**src/rtl/muldiv_hilo_unit.sv**
```systemverilog
// Iterative unsigned multiply/divide unit that owns the HI/LO register pair.
// MULTU uses a radix-2 shift-add loop and DIVU uses a restoring divider.
// Each does one step per cycle for XLEN cycles. HI/LO change only on
// completion, and a stall is requested while an operation is in flight.
module muldiv_hilo_unit #(
    parameter int XLEN  = 32,
    parameter int CNT_W = 5
) (
    input  logic            clk,
    input  logic            rst_n,
    input  logic            start,
    input  logic            op_div,
    input  logic [XLEN-1:0] op_a,
    input  logic [XLEN-1:0] op_b,
    input  logic            mf_req,
    output logic            busy,
    output logic            done,
    output logic            stall_req,
    output logic [XLEN-1:0] hi,
    output logic [XLEN-1:0] lo
);

    typedef enum logic [1:0] {
        S_IDLE,
        S_MUL,
        S_DIV
    } state_e;

    state_e            state_q, state_d;
    logic [CNT_W-1:0]  cnt_q, cnt_d;
    // a_q: multiplicand (MUL) or dividend shifted out MSB-first (DIV).
    // b_q: multiplier shifted out LSB-first (MUL) or divisor (DIV).
    logic [XLEN-1:0]   a_q, a_d;
    logic [XLEN-1:0]   b_q, b_d;
    // acc_q: partial product (MUL), or {rem, quo} (DIV).
    logic [2*XLEN-1:0] acc_q, acc_d;
    logic [XLEN-1:0]   hi_q, hi_d;
    logic [XLEN-1:0]   lo_q, lo_d;
    logic              done_q, done_d;

    // Datapath for a single iteration of either algorithm.
    logic [XLEN:0]     mul_sum;   // upper half plus carry-out extension
    logic [2*XLEN-1:0] mul_acc;
    logic [XLEN:0]     div_sh;    // remainder shifted left with the next dividend bit
    logic [XLEN:0]     div_diff;
    logic              div_ok;
    logic [XLEN-1:0]   div_rem;
    logic [2*XLEN-1:0] div_acc;
    logic              last_step;

    assign mul_sum   = {1'b0, acc_q[2*XLEN-1:XLEN]} + (b_q[0] ? {1'b0, a_q} : '0);
    assign mul_acc   = {mul_sum, acc_q[XLEN-1:1]};
    assign div_sh    = {acc_q[2*XLEN-1:XLEN], a_q[XLEN-1]};
    assign div_diff  = div_sh - {1'b0, b_q};
    assign div_ok    = ~div_diff[XLEN];
    assign div_rem   = div_ok ? div_diff[XLEN-1:0] : div_sh[XLEN-1:0];
    assign div_acc   = {div_rem, acc_q[XLEN-2:0], div_ok};
    assign last_step = (cnt_q == CNT_W'(XLEN - 1));

    // Next-state logic: issue, per-cycle iteration, and result write-back.
    always_comb begin
        // NOTE: every _d gets a hold value first, so no path can infer a latch.
        state_d = state_q;
        cnt_d   = cnt_q;
        a_d     = a_q;
        b_d     = b_q;
        acc_d   = acc_q;
        hi_d    = hi_q;
        lo_d    = lo_q;
        done_d  = 1'b0;

        case (state_q)
            S_IDLE: begin
                if (start) begin
                    a_d     = op_a;
                    b_d     = op_b;
                    acc_d   = '0;
                    cnt_d   = '0;
                    state_d = op_div ? S_DIV : S_MUL;
                end
            end
            S_MUL: begin
                acc_d = mul_acc;
                b_d   = b_q >> 1;
                cnt_d = cnt_q + CNT_W'(1);
                if (last_step) begin
                    hi_d    = mul_acc[2*XLEN-1:XLEN];
                    lo_d    = mul_acc[XLEN-1:0];
                    done_d  = 1'b1;
                    state_d = S_IDLE;
                end
            end
            S_DIV: begin
                acc_d = div_acc;
                a_d   = a_q << 1;
                cnt_d = cnt_q + CNT_W'(1);
                if (last_step) begin
                    hi_d    = div_acc[2*XLEN-1:XLEN];
                    lo_d    = div_acc[XLEN-1:0];
                    done_d  = 1'b1;
                    state_d = S_IDLE;
                end
            end
            default: state_d = S_IDLE;
        endcase
    end

    // State register; reset aborts any operation and clears HI/LO.
    always_ff @(posedge clk or negedge rst_n) begin
        if (!rst_n) begin
            state_q <= S_IDLE;
            cnt_q   <= '0;
            a_q     <= '0;
            b_q     <= '0;
            acc_q   <= '0;
            hi_q    <= '0;
            lo_q    <= '0;
            done_q  <= 1'b0;
        end else begin
            // NOTE: non-blocking so all registers sample pre-edge values together.
            state_q <= state_d;
            cnt_q   <= cnt_d;
            a_q     <= a_d;
            b_q     <= b_d;
            acc_q   <= acc_d;
            hi_q    <= hi_d;
            lo_q    <= lo_d;
            done_q  <= done_d;
        end
    end

    assign busy      = (state_q != S_IDLE);
    assign done      = done_q;
    assign stall_req = busy & (start | mf_req);
    assign hi        = hi_q;
    assign lo        = lo_q;

endmodule

```
**config.mk**
```make
export PLATFORM = sky130hd
export DESIGN_NAME = muldiv_hilo_unit
export DESIGN_NICKNAME = d
export VERILOG_FILES = /design/src/rtl/muldiv_hilo_unit.sv
export SDC_FILE = /design/constraint.sdc
export NUM_CORES = 1
export LEC_CHECK = 0
export ABC_AREA = 1
export CORE_MARGIN = 2
export CORE_UTILIZATION = 45
export CTS_BUF_LIST = sky130_fd_sc_hd__clkbuf_8 sky130_fd_sc_hd__clkbuf_16
export DETAILED_ROUTE_END_ITERATION = 7
export REMOVE_ABC_BUFFERS = 1
export SYNTH_ARGS = -nofsm -noshare
export SYNTH_HDL_FRONTEND = slang
export SYNTH_SLANG_ARGS = --single-unit
```
**constraint.sdc**
```tcl
create_clock -name clk -period 3.5 [get_ports clk]
set_clock_uncertainty 0.2 [all_clocks]
set_input_delay 0.35 -clock clk [delete_from_list [all_inputs] [get_ports clk]]
set_output_delay 0.35 -clock clk [all_outputs]
set_load 0.05 [all_outputs]
```
# Word level (Yosys, flattened, before mapping)
# Index checks and enable logic that the tools add are counted.
# op_classes
add_sub_neg	3
n_eq_ne	7
muxes	22
n_bitwise	3
reduce_logical	14
# op_table
op	count
$mux 32	8
$pmux 32 s2	4
$pmux 64 s3	1
$mux 64	1
$add 32x32->33	1
$sub 33x32->33	1
$pmux 5 s2	1
$reduce_and 2->1	5
$reduce_bool 2->1	5
$mux 2	3
$ne 2x2->1 const B	3
$add 5x1->5 const B	1
$eq 5x5->1 const B	1
$mux 5	1
$pmux 2 s2	1
$reduce_and 3->1	1
$reduce_bool 3->1	1
$eq 2x1->1 const B	1
$eq 2x2->1 const B	1
$logic_not 2->1	1
$mux 1	2
$ne 2x1->1 const B	1
$reduce_or 2->1	1
$and 1x1->1	1
2 further kinds	2
# word_totals
regBits	200
input_bits	69
out_inout_bits	67
elab_cells	57

# Longest topological paths before layout
# logic_depth
ltp_word	4
mapped_depth	20
depth_no_buf	19

# Worst setup path before layout
# OpenSTA, ideal clock, no wires.
# synth_timing
kind	register to register
start	reg b_q[0]
end	reg hi_q[13], in the netlist hi[13]
setup_ns	0.118
arrival_ns	2.461
required_time_ns	3.182
setup_slack_ns	0.722
stages_incl_launch_ff	17
path_buffers	1
period_less_slack_ns	2.778
path_cell_list	dfrtp_1 > clkbuf_1 > nand2_1 > inv_1 > ha_1 > fa_1 > nand2_1 > nand2_1 > o21ai_0 > o21ai_0 > nand3_1 > nand2_1 > or2_2 > nand3_1 > nand2_1 > nand2_1 > nand2_1
# synth_between
elab_chain_len	4
elab_cells_between_ends	7
classes_between	add/sub (2); mux (5)
# synth_lines
element	line	rtl
start, declared	34	logic [XLEN-1:0] b_q, b_d;
start signal, assigned	114	b_q <= '0;
start signal, assigned	124	b_q <= b_d;
$sub 33x32->33 / $mux 32 (equally long branches)	54, 51	
$mux 32 / $add 32x32->33 (equally long branches)	56, 51	
$mux 32 (on tied branches)	97, 86	
$pmux 32 s2 *	72	case (state_q)
end signal, assigned	126	hi_q <= hi_d;
end, declared	37	logic [XLEN-1:0] hi_q, hi_d;
# Mark *: on every way between the ends. The rest lies on a longest branch, timed or not. The select of a mux whose other input is x is not followed.
# A chain may end at the register's enable or synchronous reset.

# Final worst setup path
# layout_timing
start	reg a_q[31]
end	reg hi_q[31], in the netlist hi[31]
# layout_between
elab_chain_len	4
elab_cells_between_ends	7
classes_between	add/sub (2); mux (5)
# layout_lines
element	line	rtl
start, declared	33	logic [XLEN-1:0] a_q, a_d;
start signal, assigned	113	a_q <= '0;
start signal, assigned	123	a_q <= a_d;
$sub 33x32->33 / $mux 32 (equally long branches)	54, 51	
$mux 32 / $add 32x32->33 (equally long branches)	56, 51	
$mux 32 (on tied branches)	97, 86	
$pmux 32 s2 *	72	
# Marks and branches as above.

==> out/metrics.cfg <==
[global_route]
antenna_found_initial=0
gr-total-overflow=0
grt_max_degree=97
grt_first_pass_wirelength_um=74700
grt_usage_pct=28.1
grt_pass1_vias=14100

[layout]
multi_input_area_um2=8270
drive_above_1_share_pct=4.66
fin_nets=2513
postLayoutCellArea_um2=17100
seq_area_um2=5000
postLayoutCoreUtil_pct=53.0
area_growth_pct=16.7
diodes=0
fillers=3340

[yosys]
synth_top_area_cell=dfrtp_1
seq_area_frac_synth_pct=34.1
synthMostInstantiatedCell=nand2_1
synth_cells=2279
synth_flop_cell=dfrtp_1
synth_area_leaders=dfrtp_1 34%, nand2_1 23%, inv_1 7.6%, ha_1 6.0%, nand3_1 4.8%
synth_edf_count=0
ys_seq_elements=200
syn_area_per_cell_um2=6.45
ys_types=42
yosys-top-cells-count=910 x nand2_1, 297 x inv_1, 200 x dfrtp_1
syn_area_um2=14700
yosysWarnings=0
yosysTopAreaCellShare_pct=34.1
asyncSetResetFlopFracSynth_pct=100

[cts]
clock_latency_ns=0.46
cts.sinks=200
cts_hold_buf=1
tritoncts=done
clk_pin_slew_ns=0.08
cts.path.max_buffers=2
ctsHtreeMaxLevel=4
cts_root_buf=clkbuf_16
cts_setup_buffers=0
cts_resized=0
numCtsBuffers=17

[drt]
routedWlPerCell_um=16.4
wirelength_um=46300
viasPerCell=5.20
drc_errors=0
num_vias=14700
drtIter0Drc=1104
drt-pass1-iter-count=6
drtAntennaViolNets=0

[floorplan]
core_area_um2=32400
fp-row-count=66
die_h_um=185
die_area_um2=34100
die_x_um=185
initial_utilization_pct=45.4
io-pin-count=136

[power]
irDropWorstVdd_v=0.000371
power_switching_mw=7.48
swShare_pct=52.6
p_int_mw=6.75
p_total_mw=14.2
p_leak_nw=9.01
pwr-share-seq_pct=23.4
clkPwrFrac_pct=14.8
pwr-share-comb_pct=61.8
powerDensity_nw_per_um2=830

[sta]
max_slew_margin_pct=42.8
finalCritPeriodShare_pct=87.7
setup_slack_ns=0.430
fmax_ghz=0.326
setup_viol=0
post-route-min-period_ns=3.07
tightest_slew_ns=0.858
slew_viol_final=0
finalHoldViolCount=0
rsz0062_at_grt=no

[run]
cap_violations=0

[critical_path]
arrival_ns=3.22
start_kind=flip-flop
crit_required_ns=3.65
end_kind=flip-flop
setup.worst_path.class=reg -> reg
crit_fanout=18

[hold_path]
hold_class=in -> reg

[placed_design]
port_buffers=135
placed_cell_area_um2=16500
post-place-ws_ns=0.476
hpwl_um=34700
gp_congestion=0.957

[run_status]
outcome=finished clean

==> final timing paths <==
check	startpoint	endpoint	slack, ns	depth (start not counted)
min in group asynchronous	rst_n	b_q[3]	0.33	2
max in group asynchronous	rst_n	a_q[17]	1.89	3
setup reg to reg	a_q[31]	hi[31]	0.43	19
hold reg to reg	hi[18]	hi[18]	0.28	2
hold / removal	op_a[8]	a_q[8]	0.26	3
setup / recovery	a_q[31]	hi[31]	0.43	19
==> layout by cell type, fill, tap and decap left out, drive strengths merged, types with 63 or more instances in the layout <==
cell and n:
nand2 931, inv 308, dfrtp 200, nor2 153, nand3 152, clkdlybuf4s50 134
o21ai 128, a21oi 71, ha 71, a31oi 63
==> kinds of logic (layout without fill, tap and decap cells) <==
family	count (synthesis)	after routing	synth area share (%)
AO/OA/AOI/OAI	307	307	11.9
XOR/XNOR	17	17	1.01
adder cells (fa/ha/maj)	73	73	6.32
buffers and inverters	385	490	10.1
flip-flops	200	200	34.1
AND/OR/NAND/NOR	1297	1297	36.6
==> metrics by stage <==
| step | TNS (ns) | std cells | hold slack [ns] |
|---|---|---|---|
| floorplan | -295.76 | 2196 | -0.146 |
| global placement | 0 | 2793 | 0.264 |
| detailed placement | 0 | 2793 | 0.264 |
| CTS | 0 | 2826 | 0.238 |
| global route | 0 | 2826 | 0.272 |
| finish | 0 | 2826 | 0.257 |
==> power by group through the flow <==
| stage | clock network, mW | registers (mW) | logic (mW) |
|---|---|---|---|
| after detailed placement | 0 | 3.36 | 8.73 |
| after global routing | 2.24 | 3.38 | 9.98 |
| after floorplan | 0 | 3.17 | 6.27 |
| after global placement | 0 | 3.34 | 8.67 |
| after CTS | 2.15 | 3.31 | 8.79 |
| final | 2.11 | 3.32 | 8.79 |
==> metal layers <==
layer	part of all wire [%]	GRT usage (%)	wire (um)
met5	0	0	0
met2	46	45.8	21200
met1	47	38.3	21700
met4	2.8	10.0	1290
met3	4.6	3.62	2130
==> sequential cells by signal (all words and copies together), names as in the netlist <==
register and count:
acc_q 64, lo 32, a_q 32, hi 32
b_q 32, state_q 2, cnt_q 5, done 1
==> worst max-delay path, stage by stage (launching register included) <==
cell	delay (ns)
dfrtp_1	0.39
inv_1	0.07
ha_1	0.24
fa_1	0.44
inv_1	0.11
nand2_1	0.05
nand2_1	0.10
nand3_1	0.09
nand2_2	0.12
nand2_2	0.07
nand2_2	0.09
nand2_4	0.08
nand2_4	0.09
nand2_4	0.14
nand3_1	0.33
nand2_1	0.09
nand2_1	0.09
nand2_1	0.06
nand2_1	0.05
nand2_1	0.05
==> area by class of cell <==
type / instances / area share (%)
clock buffer: 19 / 2.64
timing repair buffer: 156 / 9.20
clock inverter: 13 / 0.912
sequential: 200 / 29.2
inverter: 302 / 6.61
multi-input combinational: 1694 / 48.2
tap: 442 / 3.23
Power figures use the tool's default switching activity.
